===== src/rtl/skip_pkg.sv =====
// Shared constants and per-stage control payload for the carry-skip pipeline.
package skip_pkg;

  localparam int SLICE_W = 4;

  // Control fields that travel with a beat; the data fields (a_hi, b_hi, sum_lo)
  // depend on WIDTH and live beside this struct in each stage.
  typedef struct packed {
    logic vld;
    logic acc;
    logic carry;
  } stg_ctrl_t;

endpackage


===== src/rtl/skip_stage.sv =====
// One pipeline stage: SLICE_W-bit carry-skip add of slice IDX plus the payload register.
module skip_stage
  import skip_pkg::*;
#(
  parameter int WIDTH = 8,
  parameter int IDX   = 0
) (
  input  logic             clk,
  input  logic             rst_n,
  input  logic             rdy,
  input  logic             in_vld,
  input  logic             in_acc,
  input  logic             in_carry,
  input  logic [WIDTH-1:0] in_a,
  input  logic [WIDTH-1:0] in_b,
  input  logic [WIDTH-1:0] in_sum,
  output logic             out_vld,
  output logic             out_acc,
  output logic             out_carry,
  output logic [WIDTH-1:0] out_a,
  output logic [WIDTH-1:0] out_b,
  output logic [WIDTH-1:0] out_sum
);

  localparam int LO = IDX * SLICE_W;

  logic [SLICE_W-1:0] a_sl, b_sl, s_sl;
  logic [SLICE_W:0]   c;
  logic               prop_all;
  logic               carry_next;
  logic [WIDTH-1:0]   sum_next;

  stg_ctrl_t          ctrl_reg;
  logic [WIDTH-1:0]   a_reg, b_reg, sum_reg;

  assign a_sl = in_a[LO +: SLICE_W];
  assign b_sl = in_b[LO +: SLICE_W];
  assign c[0] = in_carry;

  for (genvar gi = 0; gi < SLICE_W; gi++) begin : g_bit
    assign s_sl[gi]  = a_sl[gi] ^ b_sl[gi] ^ c[gi];
    assign c[gi+1]   = (a_sl[gi] & b_sl[gi]) | ((a_sl[gi] ^ b_sl[gi]) & c[gi]);
  end

  // Skip path: when every bit propagates, the carry-in bypasses the ripple chain.
  assign prop_all   = &(a_sl ^ b_sl);
  assign carry_next = prop_all ? in_carry : c[SLICE_W];

  // Bits at and above this slice are still zero in in_sum, so OR-ing inserts the slice.
  assign sum_next   = in_sum | (WIDTH'(s_sl) << LO);

  always_ff @(posedge clk or negedge rst_n) begin
    if (!rst_n) begin
      ctrl_reg <= '0;
      a_reg    <= '0;
      b_reg    <= '0;
      sum_reg  <= '0;
    end else if (rdy) begin
      ctrl_reg.vld <= in_vld;
      if (in_vld) begin
        ctrl_reg.acc   <= in_acc;
        ctrl_reg.carry <= carry_next;
        a_reg          <= in_a;
        b_reg          <= in_b;
        sum_reg        <= sum_next;
      end
    end
  end

  assign out_vld   = ctrl_reg.vld;
  assign out_acc   = ctrl_reg.acc;
  assign out_carry = ctrl_reg.carry;
  assign out_a     = a_reg;
  assign out_b     = b_reg;
  assign out_sum   = sum_reg;

endmodule


===== src/rtl/skip_acc_pipe.sv =====
// Pipelined valid/ready carry-skip adder with optional accumulate mode.
// Define SKIP_ACC_SAT_EN to saturate out_sum and the accumulator on top carry.
module skip_acc_pipe
  import skip_pkg::*;
#(
  parameter int WIDTH = 8
) (
  input  logic             clk,
  input  logic             rst_n,
  input  logic             in_valid,
  output logic             in_ready,
  input  logic [WIDTH-1:0] in_a,
  input  logic [WIDTH-1:0] in_b,
  input  logic             in_ci,
  input  logic             in_acc,
  input  logic             acc_clr,
  output logic             out_valid,
  input  logic             out_ready,
  output logic [WIDTH-1:0] out_sum,
  output logic             out_co,
  output logic [WIDTH-1:0] acc_q
);

  localparam int NSTG = WIDTH / SLICE_W;

  if ((WIDTH % SLICE_W) != 0 || WIDTH < SLICE_W) begin : g_width_chk
    $error("skip_acc_pipe: WIDTH must be a nonzero multiple of SLICE_W");
  end

  logic [NSTG-1:0]  stg_vld, stg_acc, stg_rdy;
  logic             carry_c [NSTG+1];
  logic [WIDTH-1:0] a_c     [NSTG+1];
  logic [WIDTH-1:0] b_c     [NSTG+1];
  logic [WIDTH-1:0] sum_c   [NSTG+1];

  logic             acc_inflight, acc_block, s0_vld, out_hs;
  logic [WIDTH-1:0] acc_reg, acc_next, sum_final;
  logic             unused_tail;

  always_comb begin
    acc_inflight = 1'b0;
    for (int k = 0; k < NSTG; k++) acc_inflight = acc_inflight | (stg_vld[k] & stg_acc[k]);
  end

  // Only accumulate beats wait for the feedback value; plain beats flow freely.
  assign acc_block  = in_acc & acc_inflight;
  assign in_ready   = stg_rdy[0] & ~acc_block;
  assign s0_vld     = in_valid & ~acc_block;

  assign carry_c[0] = in_ci;
  assign a_c[0]     = in_acc ? acc_reg : in_a;
  assign b_c[0]     = in_b;
  assign sum_c[0]   = '0;

  for (genvar gi = 0; gi < NSTG; gi++) begin : g_stg
    logic vld_i, acc_i;

    if (gi == 0) begin : g_first
      assign vld_i = s0_vld;
      assign acc_i = in_acc;
    end else begin : g_rest
      assign vld_i = stg_vld[gi-1];
      assign acc_i = stg_acc[gi-1];
    end

    // Unrolled form of rdy_k = !vld_k | rdy_(k+1), computed from registered valids only.
    assign stg_rdy[gi] = out_ready | ~(&stg_vld[NSTG-1:gi]);

    skip_stage #(.WIDTH(WIDTH), .IDX(gi)) u_stage (
      .clk       (clk),
      .rst_n     (rst_n),
      .rdy       (stg_rdy[gi]),
      .in_vld    (vld_i),
      .in_acc    (acc_i),
      .in_carry  (carry_c[gi]),
      .in_a      (a_c[gi]),
      .in_b      (b_c[gi]),
      .in_sum    (sum_c[gi]),
      .out_vld   (stg_vld[gi]),
      .out_acc   (stg_acc[gi]),
      .out_carry (carry_c[gi+1]),
      .out_a     (a_c[gi+1]),
      .out_b     (b_c[gi+1]),
      .out_sum   (sum_c[gi+1])
    );
  end

  assign unused_tail = ^{a_c[NSTG], b_c[NSTG]};

`ifdef SKIP_ACC_SAT_EN
  assign sum_final = carry_c[NSTG] ? '1 : sum_c[NSTG];
`else
  assign sum_final = sum_c[NSTG];
`endif

  assign out_valid = stg_vld[NSTG-1];
  assign out_sum   = sum_final;
  assign out_co    = carry_c[NSTG];
  assign out_hs    = out_valid & out_ready;

  // Clear has priority over the write-back of a retiring accumulate beat.
  always_comb begin
    acc_next = acc_reg;
    if (acc_clr)                             acc_next = '0;
    else if (out_hs && stg_acc[NSTG-1])      acc_next = sum_final;
  end

  always_ff @(posedge clk or negedge rst_n) begin
    if (!rst_n) acc_reg <= '0;
    else        acc_reg <= acc_next;
  end

  assign acc_q = acc_reg;

endmodule


===== config.mk =====
export PLATFORM = sky130hd
export DESIGN_NAME = skip_acc_pipe
export DESIGN_NICKNAME = d
export VERILOG_FILES = /design/src/rtl/skip_pkg.sv /design/src/rtl/skip_stage.sv /design/src/rtl/skip_acc_pipe.sv
export SDC_FILE = /design/constraint.sdc
export NUM_CORES = 1
export LEC_CHECK = 0
export CORE_MARGIN = 5
export CORE_UTILIZATION = 25
export DETAILED_ROUTE_END_ITERATION = 8
export GPL_TIMING_DRIVEN = 0
export PLACE_DENSITY = 0.49
export SYNTH_ARGS = -nofsm -noshare
export SYNTH_HDL_FRONTEND = slang
export SYNTH_SLANG_ARGS = --single-unit

===== constraint.sdc =====
create_clock -name clk -period 2.5 [get_ports clk]
set_clock_uncertainty 0.15 [all_clocks]
set_input_delay 0.25 -clock clk [delete_from_list [all_inputs] [get_ports clk]]
set_output_delay 0.25 -clock clk [all_outputs]
set_load 0.005 [all_outputs]

==> Word level (Yosys, flattened, before mapping) <==
Index checks and enable logic that the tools add are counted.
{ "totals": {"register_bits": 42, "out_inout_bits": 19} }
{ "op_classes": {"mux": 5, "bitwise": 55, "n_reduce_logical": 7} }
{ "ops": {"columns": ["operator", "count"], "rows": [
  ["2-to-1 mux 8 bit", 3],
  ["bitwise AND 1 bit", 22],
  ["XOR 1 bit", 16],
  ["OR 1 bit", 11],
  ["OR 4 x 8 -> 8 bit", 1],
  ["AND reduction 4 bit", 2],
  ["XOR 4 bit", 2],
  ["AND reduction 2 bit", 3],
  ["NOT 1 bit", 3],
  ["2-to-1 mux 1 bit", 2],
  ["nonzero test 2 bit", 1],
  ["logical AND 1 bit", 1]
]} }

==> Depth between registers and ports, before layout <==
{ "depth": {"ltp_word": 11, "ltp_mapped": 10} }

==> By module <==
Synthesis repeated with hierarchy kept, for this count alone.
{ "unflattened": {"hier_cells": 227, "area_unflattened_um2": 3006.6} }
{ "by_module_without_submodules": {"columns": ["mod", "n_inst", "cells_each", "area_each_um2", "seq_area_each_um2"], "rows": [
  ["skip_stage at g_stg[1].u_stage", 1, 88, 1237.4, 675.6],
  ["skip_stage at g_stg[0].u_stage", 1, 89, 1228.7, 675.6],
  ["skip_acc_pipe", 1, 50, 540.5, 200.2]
]} }

==> Worst setup path before layout <==
Ideal clock, no wire load.
{ "synth_path": {"path_type": "input -> register", "from": "input port in_acc", "to": "register g_stg[0].u_stage.sum_reg[3]", "setup_time_ns": 0.079, "t_arrival_ns": 2.146, "setup_slack_ns": 0.125, "cell_stages": 9, "cell_sequence": "buf_6 > mux2i_1 > fa_1 > inv_1 > fa_1 > fa_1 > inv_1 > fa_1 > mux2i_1"} }
{ "synth_via": {"elab_chain_len": 9} }
{ "synth_lines": {"columns": ["element", "line", "source"], "rows": [
  ["start, declared", "skip_acc_pipe.sv:15", "input logic in_acc,"],
  ["2-to-1 mux 8 bit", "skip_acc_pipe.sv:51", "assign a_c[0] = in_acc ? acc_reg : in_a;"],
  ["XOR 1 bit", "skip_stage.sv:42", "assign c[gi+1] = (a_sl[gi] & b_sl[gi]) | ((a_sl[gi] ^ b_sl[gi]) & c[gi]);"],
  ["bitwise AND 1 bit", "skip_stage.sv:42", null],
  ["OR 1 bit", "skip_stage.sv:42", null],
  ["bitwise AND 1 bit", "skip_stage.sv:42", null],
  ["OR 1 bit", "skip_stage.sv:42", null],
  ["bitwise AND 1 bit", "skip_stage.sv:42", null],
  ["OR 1 bit", "skip_stage.sv:42", null],
  ["XOR 1 bit", "skip_stage.sv:41", "assign s_sl[gi] = a_sl[gi] ^ b_sl[gi] ^ c[gi];"],
  ["end signal, assigned", "skip_stage.sv:65", "sum_reg <= sum_next;"],
  ["end, declared", "skip_stage.sv:34", "logic [WIDTH-1:0] a_reg, b_reg, sum_reg;"]
]} }
Parallel ways exist; a longest one is shown, timed or not.
A chain may end at the register's enable or synchronous reset.

==> Worst setup path after layout <==
{ "layout_path": {"from": "input port in_a[0]", "to": "register g_stg[0].u_stage.sum_reg[3]"} }
{ "layout_via": {"elab_chain_len": 9} }
{ "layout_lines": {"columns": ["element", "line", "source"], "rows": [
  ["start, declared", "skip_acc_pipe.sv:12", "input logic [WIDTH-1:0] in_a,"],
  ["2-to-1 mux 8 bit (*)", "skip_acc_pipe.sv:51", null],
  ["XOR 1 bit", "skip_stage.sv:42", null],
  ["bitwise AND 1 bit", "skip_stage.sv:42", null],
  ["OR 1 bit (*)", "skip_stage.sv:42", null],
  ["bitwise AND 1 bit (*)", "skip_stage.sv:42", null],
  ["OR 1 bit (*)", "skip_stage.sv:42", null],
  ["bitwise AND 1 bit (*)", "skip_stage.sv:42", null],
  ["OR 1 bit (*)", "skip_stage.sv:42", null],
  ["XOR 1 bit (*)", "skip_stage.sv:41", null]
]} }
Every way passes the cells marked *; elsewhere a longest branch is shown, timed or not.

==> run_results.csv <==
group,metric,value,unit
grt,antenna_found_initial,0,
detailed_routing,drc,0,
clock_network,cts.clk_slew.worst_paths,0.07,ns
placed_design,finalWeightedCongestion,0.698,
timing,worstMarginPinSlew,0.795,ns
synthesis,syn-num-nets,172,
synthesis,postSynthCellCount,133,
synthesis,syn_area,1800,um2
clock_network,cts_root_buf,"clkbuf_8",
floorplanning,ioPinCount,42,
grt,grt_pass1_wl,6.40,mm
clock_network,cts_sinks,34,
hold_path,hp-class,"in -> reg",
detailed_routing,routed_wl,3.91,mm
outcome,status,"complete, no violations",
pwr,power_leakage,1.18,nW
synthesis,synth_seq_cells,34,
detailed_routing,wl_per_cell,13.9,um
synthesis,synth_area_per_cell,13.6,um2
setup_path,end_kind,"register",
cells_and_area,mostFrequentLayoutCells,"38 x clkdlybuf4s50_1, 34 x dfrtp_1, 19 x mux2i_1",
clock_network,cts-buffers-inserted,5,
detailed_routing,via_per_inst,4.03,
timing,slew_violations,0,
cells_and_area,area_growth,36.4,%
setup_path,arrival,2.45,ns
placed_design,dpl.hpwl,2.89,mm
setup_path,start_kind,"primary input",
setup_path,cp_max_fo,2,
placed_design,dp_slack,-0.330,ns
floorplanning,num_rows,31,
cells_and_area,fin_util,34.4,%
timing,fmax,416,MHz
timing,min_period_over_period,96.2,%
timing,whs,0.170,ns
setup_path,path_cells,"clkdlybuf4s50_1, mux2i_4, fa_2, inv_1, fa_2, fa_2, inv_2, fa_2, mux2i_1",
clock_network,htreeDepth,2,
clock_network,cts_tree,"built",
pwr,p_total,2.45,mW
cells_and_area,fill_cells,747,
cells_and_area,final_nets,220,
floorplanning,initial_utilization,25.3,%
setup_path,crit_type,"in -> reg",
timing,hold_viol,0,
cells_and_area,mostFrequentLayoutCell,"clkdlybuf4s50_1",
pwr,powerDensity,997,nW/um2
timing,slew_headroom,47.0,%
floorplanning,fp.dieArea,9010,um2
synthesis,seq_area_frac_synth,47.2,%
timing,fin_ws,0.0941,ns
clock_network,cts_max_path_buffers,2,
detailed_routing,dr.pass1.iters,4,
detailed_routing,ant_nets,0,
synthesis,yosys_warnings,0,
timing,period_minus_slack,2.41,ns
detailed_routing,drt_iter0_markers,8,
placed_design,dp_cells,271,
grt,grt_max_degree,35,
clock_network,clock_latency,0.28,ns
floorplanning,die_x,94.9,um
setup_path,crit_required,2.55,ns
synthesis,synth.distinct_cells,21,
setup_path,cpMaxStageDelayCell,"clkdlybuf4s50_1",
grt,grt_usage,9.49,%
setup_path,crit_family,"adder cells",
setup_path,max_stage_delay,0.44,ns
setup_path,worst_path_most_repeated_cell,"fa_2",
cells_and_area,stdcell_count,281,
setup_path,crit_buf_inv,3,
detailed_routing,vias,1133,
cells_and_area,drive_above_1_share,23.1,%
placed_design,place.port_buffers,39,
grt,grt_pass1_vias,1204,
pwr,ir_drop,0.249,mV
floorplanning,die_height,94.9,um
floorplanning,fp.coreArea,7140,um2
timing,rsz0062_at_grt,"no",
timing,setup_viol,0,
job,drv_cap,0,
cells_and_area,diodes,0,
grt,overflow,0,
[power by group]
group          internal (mW)  switching [mW]
clock                  0.298           0.191
sequential             0.775           0.172
combinational          0.614           0.401
total                   1.69           0.764
[registers in the layout, summed over array words and instances (netlist names)]
name and cells:
g_stg.u_stage.out_vld 2, g_stg.u_stage.out_sum 12, g_stg.u_stage.out_acc 2, g_stg.u_stage.out_carry 2
acc_q 8, g_stg.u_stage.out_a 4, g_stg.u_stage.out_b 4
[metal layers]
layer  track usage, %  vias to the layer above  share of wire (%)
met5                0                        -                  0
met1             12.7                      564                 47
met4             3.61                        0                1.8
met2             14.3                       32                 44
li1                 -                      531                  -
met3             3.03                        6                7.2
[Yosys cell counts, drive strengths merged]
| cell type | instances | share of area [%] |
|---|---|---|
| buf | 3 | 1.9 |
| nand3 | 1 | 0.28 |
| nor2 | 8 | 1.7 |
| ha | 8 | 5.6 |
| nand4 | 2 | 0.69 |
| a22oi | 1 | 0.69 |
| nand2b | 2 | 0.69 |
| nand3b | 1 | 0.42 |
| o21a | 1 | 0.42 |
| fa | 8 | 8.9 |
| mux2 | 22 | 15 |
| dfrtp | 34 | 47 |
| inv | 19 | 4.0 |
| mux2i | 20 | 11 |
| o211ai | 1 | 1.2 |
| nand2 | 2 | 0.56 |
[cells by family (layout without fill, tap and decap cells)]
family | count (synthesis) | in the layout | share of synthesized area (%)
buf+inv | 22 | 71 | 5.90
mux | 42 | 42 | 25.9
simple gates | 16 | 16 | 4.30
fa+ha+maj | 16 | 16 | 14.4
compound gates | 3 | 3 | 2.29
flops | 34 | 34 | 47.2
[through the flow]
step | cell area [um2] | TNS (ns)
2_1_floorplan | 1800 | 0
3_3_place_gp | 2320 | -0.660
3_5_place_dp | 2310 | -0.709
4_1_cts | 2450 | 0
5_1_grt | 2460 | 0
6_report | 2460 | 0
[worst paths after layout]
check | startpoint | end | slack (ns) | cells after the start
worst min register to register | g_stg[0].u_stage.out_sum[3] | g_stg[1].u_stage.out_sum[3] | 0.35 | 1
max in group asynchronous | rst_n | g_stg[0].u_stage.out_sum[3] | 1.25 | 2
worst max register to register | acc_q[0] | g_stg[0].u_stage.out_sum[3] | 0.11 | 8
worst max-delay path | in_a[0] | g_stg[0].u_stage.out_sum[3] | 0.09 | 9
min in group asynchronous | rst_n | acc_q[1] | 0.45 | 2
worst min-delay path | in_acc | g_stg[0].u_stage.out_acc | 0.17 | 2
[cell type report]
type | instances | area, um2 | share of cell area (%)
Clock inverter | 1 | 30.0 | 1.22
Timing Repair Buffer | 41 | 403 | 16.4
Inverter | 19 | 71.3 | 2.90
Clock buffer | 7 | 76.3 | 3.10
Multi-Input combinational cell | 77 | 868 | 35.3
Sequential cell | 34 | 851 | 34.6
Buffer | 3 | 35.0 | 1.42
Tap cell | 99 | 124 | 5.04
[what timing repair did]
item	in CTS	in global routing
endpoints found under the hold margin	34	0
resized for setup	3	4
hold buffers	1	0
setup endpoints to repair	2	2
buffers inserted	1	0
pin swaps	1	1
No activity file was read; power rests on OpenSTA's default activity.
